**config.mk**
```make
export PLATFORM = sky130hd
export DESIGN_NAME = aes_request_arbiter
export DESIGN_NICKNAME = d
export VERILOG_FILES = /design/src/rtl/aes_arb_pkg.sv /design/src/rtl/aes_rr_arbiter.sv /design/src/rtl/aes_request_arbiter.sv
export SDC_FILE = /design/constraint.sdc
export NUM_CORES = 1
export LEC_CHECK = 0
export CORE_AREA = 2 2 601 603
export CTS_BUF_LIST = sky130_fd_sc_hd__clkbuf_8 sky130_fd_sc_hd__clkbuf_16
export CTS_CLUSTER_DIAMETER = 30
export DETAILED_ROUTE_END_ITERATION = 7
export DIE_AREA = 0 0 603 605
export GPL_TIMING_DRIVEN = 1
export PLACE_DENSITY = 0.33
export SETUP_SLACK_MARGIN = 0.15
export SYNTH_ARGS = -nofsm -noshare
export SYNTH_HDL_FRONTEND = slang
export SYNTH_HIERARCHICAL = 1
export SYNTH_SLANG_ARGS = --single-unit
```
**constraint.sdc**
```tcl
create_clock -name clk -period 12.69 [get_ports clk]
set_clock_uncertainty 0.2 [all_clocks]
set_input_delay 2.538 -clock clk [delete_from_list [all_inputs] [get_ports clk]]
set_output_delay 2.538 -clock clk [all_outputs]
set_load 0.1 [all_outputs]
```
**src/rtl/aes_arb_pkg.sv**
```systemverilog
// ----------------------------------------------------------------------------
// aes_arb_pkg
// Shared definitions for the AES request arbiter:
//   - AES_BLOCK_W          : width of one AES block / key (128)
//   - AES_ARB_TIMEOUT_DEF  : default RUN watchdog limit in cycles
//   - arb_state_e          : FSM encoding IDLE=0, LOAD=1, RUN=2, RESP=3
//   - cnt_width()          : bits needed to count 0..n-1 (minimum 1)
// ----------------------------------------------------------------------------
package aes_arb_pkg;

   localparam int AES_BLOCK_W         = 128;
   localparam int AES_ARB_TIMEOUT_DEF = 64;

   typedef enum logic [1:0] {
      IDLE = 2'd0,
      LOAD = 2'd1,
      RUN  = 2'd2,
      RESP = 2'd3
   } arb_state_e;

   // Width of a counter that must hold the values 0..n-1.
   function automatic int cnt_width(input int n);
      return (n <= 2) ? 1 : $clog2(n);
   endfunction

endpackage

```
**src/rtl/aes_rr_arbiter.sv**
```systemverilog
// ----------------------------------------------------------------------------
// aes_rr_arbiter
// Purely combinational round-robin pick. The search starts at i_ptr+1 and
// wraps modulo NUM_REQ, so the last winner has the lowest priority.
// Ports:
//   i_req  [NUM_REQ]  request vector
//   i_ptr  [ID_W]     index of the previous winner (0..NUM_REQ-1)
//   o_gnt  [NUM_REQ]  one-hot grant (all zero when nothing requests)
//   o_idx  [ID_W]     encoded index of the granted requester
//   o_any             at least one request present
// ----------------------------------------------------------------------------
module aes_rr_arbiter #(
   parameter int NUM_REQ = 4,
   parameter int ID_W    = 2
) (
   input  logic [NUM_REQ-1:0] i_req,
   input  logic [ID_W-1:0]    i_ptr,
   output logic [NUM_REQ-1:0] o_gnt,
   output logic [ID_W-1:0]    o_idx,
   output logic               o_any
);

   // Two passes instead of a rotate: first the positions strictly above the
   // pointer, then (only if none hit) the positions at or below it. Each pass
   // walks downwards so the lowest matching position is the last one written.
   always_comb begin
      o_gnt = '0;
      o_idx = '0;
      o_any = 1'b0;
      for (int p = NUM_REQ-1; p >= 0; p--) begin
         if (i_req[p] && (ID_W'(p) > i_ptr)) begin
            o_gnt    = '0;
            o_gnt[p] = 1'b1;
            o_idx    = ID_W'(p);
            o_any    = 1'b1;
         end
      end
      if (!o_any) begin
         for (int p = NUM_REQ-1; p >= 0; p--) begin
            if (i_req[p] && (ID_W'(p) <= i_ptr)) begin
               o_gnt    = '0;
               o_gnt[p] = 1'b1;
               o_idx    = ID_W'(p);
               o_any    = 1'b1;
            end
         end
      end
   end

endmodule

```
**src/rtl/aes_request_arbiter.sv**
```systemverilog
// ----------------------------------------------------------------------------
// aes_request_arbiter
// Shares a single AES-128 encrypt core between NUM_REQ requesters. A
// round-robin winner is accepted in IDLE, its plaintext/key are latched onto
// the core inputs, the core is held in load for one cycle (LOAD), released
// (RUN) until it reports ready, and the ciphertext is returned with the
// requester index on a valid/ready response channel (RESP).
//
// Optional build macro: AES_ARB_TIMEOUT_EN
//   When defined, a RUN watchdog of TIMEOUT_CYCLES cycles ends a stuck
//   transaction with rsp_data=0, rsp_err=1. When undefined, RUN waits
//   indefinitely and rsp_err is tied to 0.
//
// Ports:
//   clk, reset           clock; asynchronous active-high reset
//   req_valid/req_ready  per-requester handshake (ready is one-hot or zero)
//   req_data/req_key     requester i at [128*i +: 128]
//   rsp_valid/rsp_ready  response handshake
//   rsp_data/rsp_id/rsp_err  ciphertext, requester index, timeout flag
//   core_reset_n         low = core loads/holds, high = core runs
//   core_in/core_key     block and key presented to the core
//   core_out/core_ready  core result and completion flag
// ----------------------------------------------------------------------------
module aes_request_arbiter
   import aes_arb_pkg::*;
#(
   parameter int NUM_REQ        = 4,
   parameter int ID_W           = 2,
   parameter int TIMEOUT_CYCLES = AES_ARB_TIMEOUT_DEF
) (
   input  logic                           clk,
   input  logic                           reset,
   input  logic [NUM_REQ-1:0]             req_valid,
   output logic [NUM_REQ-1:0]             req_ready,
   input  logic [AES_BLOCK_W*NUM_REQ-1:0] req_data,
   input  logic [AES_BLOCK_W*NUM_REQ-1:0] req_key,
   output logic                           rsp_valid,
   input  logic                           rsp_ready,
   output logic [AES_BLOCK_W-1:0]         rsp_data,
   output logic [ID_W-1:0]                rsp_id,
   output logic                           rsp_err,
   output logic                           core_reset_n,
   output logic [AES_BLOCK_W-1:0]         core_in,
   output logic [AES_BLOCK_W-1:0]         core_key,
   input  logic [AES_BLOCK_W-1:0]         core_out,
   input  logic                           core_ready
);

   // Elaboration-time parameter sanity checks.
   if (NUM_REQ < 2 || NUM_REQ > 16) begin : g_chk_num_req
      $error("aes_request_arbiter: NUM_REQ must be in 2..16");
   end
   if (ID_W < 1 || (2**ID_W) < NUM_REQ) begin : g_chk_id_w
      $error("aes_request_arbiter: ID_W too narrow for NUM_REQ");
   end
   if (TIMEOUT_CYCLES < 1) begin : g_chk_timeout
      $error("aes_request_arbiter: TIMEOUT_CYCLES must be at least 1");
   end

   arb_state_e             r_state;
   arb_state_e             w_state_nxt;
   logic [ID_W-1:0]        r_ptr;
   logic [ID_W-1:0]        r_rsp_id;
   logic [AES_BLOCK_W-1:0] r_core_in;
   logic [AES_BLOCK_W-1:0] r_core_key;
   logic [AES_BLOCK_W-1:0] r_rsp_data;

   logic [NUM_REQ-1:0]     w_gnt;
   logic [ID_W-1:0]        w_gnt_idx;
   logic                   w_gnt_any;
   logic                   w_accept;
   logic                   w_core_done;
   logic                   w_timeout;
   logic [AES_BLOCK_W-1:0] w_sel_data;
   logic [AES_BLOCK_W-1:0] w_sel_key;

   // -------------------------------------------------------------------------
   // Arbitration and request selection
   // -------------------------------------------------------------------------
   aes_rr_arbiter #(
      .NUM_REQ (NUM_REQ),
      .ID_W    (ID_W)
   ) u_rr (
      .i_req (req_valid),
      .i_ptr (r_ptr),
      .o_gnt (w_gnt),
      .o_idx (w_gnt_idx),
      .o_any (w_gnt_any)
   );

   // Grant is one-hot, so an AND-OR style mux with constant slices suffices.
   always_comb begin
      w_sel_data = '0;
      w_sel_key  = '0;
      for (int p = 0; p < NUM_REQ; p++) begin
         if (w_gnt[p]) begin
            w_sel_data = req_data[AES_BLOCK_W*p +: AES_BLOCK_W];
            w_sel_key  = req_key [AES_BLOCK_W*p +: AES_BLOCK_W];
         end
      end
   end

   // In IDLE the ready for the winner is raised whenever any valid is up, so
   // a grant is always a completed handshake.
   assign w_accept    = (r_state == IDLE) && w_gnt_any;
   assign w_core_done = (r_state == RUN)  && core_ready;

   // -------------------------------------------------------------------------
   // FSM: state register
   // -------------------------------------------------------------------------
   always_ff @(posedge clk or posedge reset) begin
      if (reset) r_state <= IDLE;
      else       r_state <= w_state_nxt;
   end

   // -------------------------------------------------------------------------
   // FSM: next state
   // -------------------------------------------------------------------------
   always_comb begin
      w_state_nxt = r_state;
      case (r_state)
         IDLE:    if (w_gnt_any) w_state_nxt = LOAD;
         LOAD:    w_state_nxt = RUN;
         RUN:     if (core_ready || w_timeout) w_state_nxt = RESP;
         RESP:    if (rsp_ready) w_state_nxt = IDLE;
         default: w_state_nxt = IDLE;
      endcase
   end

   // -------------------------------------------------------------------------
   // FSM: outputs
   // -------------------------------------------------------------------------
   // req_ready is masked while reset is high so no requester sees an accept
   // during reset even though the state already reads IDLE.
   always_comb begin
      req_ready    = '0;
      rsp_valid    = 1'b0;
      core_reset_n = 1'b0;
      case (r_state)
         IDLE:    if (!reset) req_ready = w_gnt;
         RUN:     core_reset_n = 1'b1;
         RESP:    rsp_valid = 1'b1;
         default: ;
      endcase
   end

   // -------------------------------------------------------------------------
   // Request latch: core inputs, response ID and round-robin pointer
   // -------------------------------------------------------------------------
   // The pointer resets to NUM_REQ-1 so that requester 0 is searched first.
   always_ff @(posedge clk or posedge reset) begin
      if (reset) begin
         r_ptr      <= ID_W'(NUM_REQ-1);
         r_rsp_id   <= '0;
         r_core_in  <= '0;
         r_core_key <= '0;
      end else if (w_accept) begin
         r_ptr      <= w_gnt_idx;
         r_rsp_id   <= w_gnt_idx;
         r_core_in  <= w_sel_data;
         r_core_key <= w_sel_key;
      end
   end

   // -------------------------------------------------------------------------
   // Response data capture. core_ready beats the watchdog in the same cycle.
   // -------------------------------------------------------------------------
   always_ff @(posedge clk or posedge reset) begin
      if (reset) begin
         r_rsp_data <= '0;
      end else if (w_core_done) begin
         r_rsp_data <= core_out;
      end else if (w_timeout) begin
         r_rsp_data <= '0;
      end
   end

`ifdef AES_ARB_TIMEOUT_EN
   // -------------------------------------------------------------------------
   // RUN watchdog. Cleared while in LOAD (the only way into RUN), so in RUN
   // cycle k the counter reads k-1 and the limit fires on RUN cycle
   // TIMEOUT_CYCLES.
   // -------------------------------------------------------------------------
   localparam int TO_W = cnt_width(TIMEOUT_CYCLES);

   logic [TO_W-1:0] r_to_cnt;
   logic            r_rsp_err;

   always_ff @(posedge clk or posedge reset) begin
      if (reset) begin
         r_to_cnt <= '0;
      end else if (r_state == LOAD) begin
         r_to_cnt <= '0;
      end else if (r_state == RUN) begin
         r_to_cnt <= r_to_cnt + 1'b1;
      end
   end

   assign w_timeout = (r_state == RUN) && !core_ready &&
                      (r_to_cnt == TO_W'(TIMEOUT_CYCLES-1));

   always_ff @(posedge clk or posedge reset) begin
      if (reset) begin
         r_rsp_err <= 1'b0;
      end else if (w_core_done) begin
         r_rsp_err <= 1'b0;
      end else if (w_timeout) begin
         r_rsp_err <= 1'b1;
      end
   end

   assign rsp_err = r_rsp_err;
`else
   assign w_timeout = 1'b0;
   assign rsp_err   = 1'b0;
`endif

   assign rsp_data = r_rsp_data;
   assign rsp_id   = r_rsp_id;
   assign core_in  = r_core_in;
   assign core_key = r_core_key;

endmodule
```
* Word-level counts from Yosys, hierarchy flattened
Index checks and enable logic that the tools add are counted.
** Word-level totals
- Bits in writable memories :: 0
- Flip-flop bits (word level) :: 390
- Memory bits (read-only) :: 0
- Input port bits :: 1160
- Output and inout bits :: 393
- Memories kept :: 0
- Latch bits :: 0
** Operators by class
- Magnitude comparators :: 8
- Bitwise operators :: 0
- Muxes and demuxes :: 43
- Div/mod/pow operators :: 0
- Equal/unequal tests :: 6
- Shift-type cells :: 0
- $mul :: 0
- $add $sub $neg :: 0
- Reduce and logical (&&, ||, !) cells :: 12
** Operators with widths (count)
- 128-bit two-way mux :: 8
- 4-bit two-way mux :: 11
- 2-bit two-way mux :: 12
- 1-bit two-way mux :: 11
- 1-bit logical AND :: 10
- 2-bit one-hot mux with 4 select lines :: 1
- 2-bit != test, second input constant :: 3
- 2-bit equality test, second input constant :: 2
- 1-bit by 2-bit greater-than comparator with 1-bit output, first input constant :: 2
- 2-bit greater-than comparator, first input constant :: 2
- 1-bit by 2-bit <= comparator with 1-bit output, first input constant :: 2
- 2-bit <= comparator, first input constant :: 2
- 3-bit AND reduction :: 1
- 2-bit by 1-bit equality test with 1-bit output, second input constant :: 1
- 2-bit zero test :: 1

* Logic depth before layout (Yosys ltp)
- Depth in word-level cells :: 15
- Gate-level depth with buffers :: 11

* Modules after synthesis
Netlist, hierarchy kept.
** Modules (own cells, without submodules)
- aes_request_arbiter :: cells an instance 1798, instances 1, area each 19777.7 sq um, seq. area each 9761.9 sq um
- aes_rr_arbiter :: cells an instance 28, instances 1, area each 161.4 sq um, seq. area each 0.0 sq um

* Worst setup path before layout
OpenSTA, ideal clock, no wires.
- Path kind :: in2out
- Start :: input port req_valid[3]
- End :: output port req_ready[2]
- Arrival time :: 4253 ps
- Stages on the path :: 7
- Path slack :: 5699 ps
- Path through :: nand2b_1 -> a21oi_1 -> and3b_1 -> buf_2 -> buf_2 -> clkbuf_1 -> and2_1
** On the way
- Longest elaborated chain between the ends :: 8
** Ends and longest elaborated chain
- start: declaration :: RTL line aes_request_arbiter.sv:33 : input logic [NUM_REQ-1:0] req_valid,
- 1-bit logical AND, on equally long branches :: RTL line aes_rr_arbiter.sv:40, aes_rr_arbiter.sv:31
- 4-bit two-way mux or 1-bit two-way mux (tied branches) (4 in series) :: RTL line aes_rr_arbiter.sv:40, aes_rr_arbiter.sv:31
- 4-bit two-way mux (*) :: RTL line aes_rr_arbiter.sv:38 : if (!o_any) begin
- net w_gnt[2] :: RTL line aes_request_arbiter.sv:68 : logic [NUM_REQ-1:0] w_gnt;
- 4-bit two-way mux (*) :: RTL line aes_request_arbiter.sv:140 : IDLE: if (!reset) req_ready = w_gnt;
- 4-bit two-way mux (*) :: RTL line aes_request_arbiter.sv:139 : case (r_state)
- end: declaration :: RTL line aes_request_arbiter.sv:34 : output logic [NUM_REQ-1:0] req_ready,
The timed path passes the listed nets; every way through them passes the cells marked *.

* Final worst setup path
- Start :: input port req_valid[0]
- End :: output port req_ready[2]
** On the way
- Longest elaborated chain between the ends :: 9
** Ends and longest elaborated chain
- 1-bit logical AND :: RTL line aes_rr_arbiter.sv:31 : if (i_req[p] && (ID_W'(p) > i_ptr)) begin
- 4-bit two-way mux :: RTL line aes_rr_arbiter.sv:31
- 4-bit two-way mux (4 in series) :: RTL line aes_rr_arbiter.sv:40 : if (i_req[p] && (ID_W'(p) <= i_ptr)) begin
- 4-bit two-way mux (*) :: RTL line aes_rr_arbiter.sv:38
- net w_gnt[2] :: RTL line aes_request_arbiter.sv:68
- 4-bit two-way mux (*) :: RTL line aes_request_arbiter.sv:140
- 4-bit two-way mux (*) :: RTL line aes_request_arbiter.sv:139
Marked as above.

==> flow_summary.json <==
{
  "outcome": "finished with violations",
  "violations": "design-rule violations, max-slew violations",
  "ant_nets": 0,
  "finalCritPeriodShare": 0.642,
  "ys_warn_count": 6,
  "synth_top_family_by_area": "compound AO/OA/AOI/OAI gates",
  "critical-path-max-stage-delay_ns": 1.19,
  "synthesis.nets": 2990,
  "drive_gt1_frac": 0.154,
  "wl_um": 253000,
  "critical_path_class": "input pin to primary output",
  "cp_cell_sequence": "clkdlybuf4s50_1, inv_1, a21oi_1, and3b_4, and2_1, clkdlybuf4s50_1",
  "worstSkewPairLatency_ns": 0.77,
  "num_rows": 220,
  "antenna_found_initial": 168,
  "synth_area_leaders": "dfrtp_1, a222oi_1, a211oi_1",
  "synth_compound_area_frac": 0.231,
  "dp_hpwl_um": 210000,
  "synth_common_cells": "dfrtp_1, nor2_1, a222oi_1",
  "synth_adder_area_share": 0.00251,
  "vdd_ir_drop_max_v": 0.000128,
  "nNetsFinal": 4549,
  "htree_levels": 4,
  "synthMuxAreaShare": 0.0729,
  "vias": 26300,
  "drc": 104,
  "internal_power_mw": 7.09,
  "setup_viol": 0,
  "grt_usage": 0.132,
  "p_comb_frac": 0.592,
  "cp.arrival_ns": 5.41,
  "cts_resized": 0,
  "postCtsSetupBuffers": 0,
  "drtIter0Drc": 3026,
  "worstPathMaxFanout": 15,
  "crit_top_cell": "clkdlybuf4s50_1",
  "hold_violations": 0,
  "clock_sinks": 390,
  "root_buffer": "clkbuf_16",
  "seq_power_share": 0.152,
  "syn_avg_cell_area_um2": 10.9,
  "p_clk_frac": 0.257,
  "cp-end-kind": "primary output",
  "synth_area_mm2": 0.0199,
  "grt_overflow": 0,
  "hold_path.class": "flip-flop to flip-flop",
  "ios": 1553,
  "grt_setup_unrepaired": "false",
  "synth_cells": 1826,
  "fin_setup_tns_ns": 0,
  "synth-seq-area-share": 0.490,
  "min_period_ns": 8.15,
  "maxSlewHeadroom": -0.0298,
  "synth.ff_latch_count": 390,
  "routabilityCongestion": 0.971,
  "cts_tree": "yes",
  "synthArstFlopShare": 1.00,
  "clk_path_buf_depth": 4,
  "cts_hold_buf": 0,
  "switching_share": 0.564,
  "die_area_mm2": 0.365,
  "wl_per_cell_um": 30.4,
  "yosys.cell_types.count": 35,
  "synth-simple-area-share": 0.153,
  "power.switching_mw": 9.16,
  "die_y_um": 605,
  "cts.clk_slew.worst_paths_ns": 0.04,
  "clock.fmax_ghz": 0.123,
  "core_mm2": 0.358,
  "viasPerCell": 3.16,
  "grt_start_max_net_pins": 111,
  "grt_pass1_vias": 26400,
  "cts_buffers": 179,
  "port_buffers": 1551,
  "grt_pass1_wl_um": 313000,
  "drt-pass1-iter-count": 8,
  "crit_required_ns": 9.95,
  "synth_most_common_cell": "dfrtp_1",
  "synth_xor_area_frac": 0,
  "area_growth_pct": 134,
  "drv_cap": 0,
  "die_w_um": 603,
  "initial_core_util": 0.0557,
  "power.density_mw_per_mm2": 348,
  "finalPower_mw": 16.3,
  "netlist.area_leader.share": 0.487,
  "p_leak_nw": 16.2,
  "crit_path_top_delay_cell": "clkdlybuf4s50_1",
  "synthFlopType": "dfrtp_1",
  "start_kind": "input pin",
  "synth_edf_count": 0,
  "synth.largest_area_cell": "dfrtp_1",
  "worstMarginPinSlew_ns": 1.54,
  "drv_slew": 40
}
==> registers in the layout, indices dropped and copies added, names as in the netlist <==
signal / cells
core_key: 128
rsp_data: 128
r_state: 2
r_ptr: 2
rsp_id: 2
core_in: 128
==> per-layer routing <==
metal | vias up | share of wire | global-route usage
li1 | 10600 | - | -
met2 | 1652 | 0.50 | 0.233
met1 | 13500 | 0.37 | 0.145
met5 | - | 0.0023 | 0
met4 | 88 | 0.034 | 0.0438
met3 | 523 | 0.091 | 0.0486
==> final timing paths <==
| path | to | slack [ns] | from | cells past startpoint |
|---|---|---|---|---|
| worst max-delay path | req_ready[2] | 4.54 | req_valid[0] | 6 |
| worst min-delay path | rsp_id[1] | 0.28 | rsp_id[1] | 2 |
| worst max register to register | core_in[69] | 7.86 | r_ptr[1] | 9 |
| worst min register to register | rsp_id[1] | 0.28 | rsp_id[1] | 2 |
| max in group asynchronous | core_in[94] | 8.17 | reset | 4 |
| min in group asynchronous | rsp_data[81] | 2.01 | reset | 2 |
==> through the flow <==
step                      worst slack (ns)  cell area, um^2  hold slack (ns)  utilization  std cells
after detailed placement              4.47            40700            0.274        0.114       7977
after global routing                  4.41            46600            0.321        0.130       8316
after global placement                4.38            40700            0.269        0.114       7977
after floorplan                       4.71            19900            0.239            -       1826
final                                 4.54            46700            0.279        0.130       8333
after CTS                             4.47            46600            0.283        0.130       8291
==> kinds of logic (layout without fill, tap and decap cells) <==
logic type      Yosys count  in the layout
compound gates          533            533
fa+ha+maj                 4              4
buf+inv                 226           1918
flops                   390            390
mux                     129            129
other cells               1             43
simple gates            543            543
==> power by group through the flow <==
stage | Combinational (mW) | Sequential (mW) | Clock (mW)
floorplan | 1.85 | 6.86 | 0
global placement | 9.71 | 2.46 | 0
detailed placement | 9.72 | 2.46 | 0
CTS | 9.74 | 2.47 | 4.28
global route | 9.91 | 2.54 | 4.35
finish | 9.62 | 2.47 | 4.17
==> cell usage in the layout (no fill, tap or decap), drive strengths merged, types with 2 or more instances in the layout <==
cell type      netlist  final
clkdlybuf4s50        0   1446
dfrtp              388    388
nor2               259    259
a222oi             255    255
nor3b              255    255
a211oi             254    254
clkbuf             120    228
buf                 95    146
mux2               129    129
inv                 11     76
diode                0     42
nand2               14     14
clkinv               0     12
a21oi               10     10
bufinv               0      7
and2                 5      5
o21ai                5      5
ha                   4      4
clkinvlp             0      3
a221o                2      2
dfstp                2      2
nand2b               2      2
nand3                2      2
nor2b                2      2
and3b                2      2
==> worst max-delay path: cells and delay by family <==
kind	cells	cell delay [ns]
buffers and inverters	3	1.88
AOI/OAI and AO/OA	1	0.07
and+or+nand+nor	2	0.87
==> area by class of cell <==
class                           count  area (um^2)
Tap cell                         4773         5970
Multi-Input combinational cell   1210         9220
Clock inverter                     87          719
Clock buffer                      227         5150
Sequential cell                   390         9760
Inverter                           11         45.0
Timing Repair Buffer             1593        15700
Antenna cell                       42          105
Fill cell                       40500       311000
(Power assumes the default switching activity.)
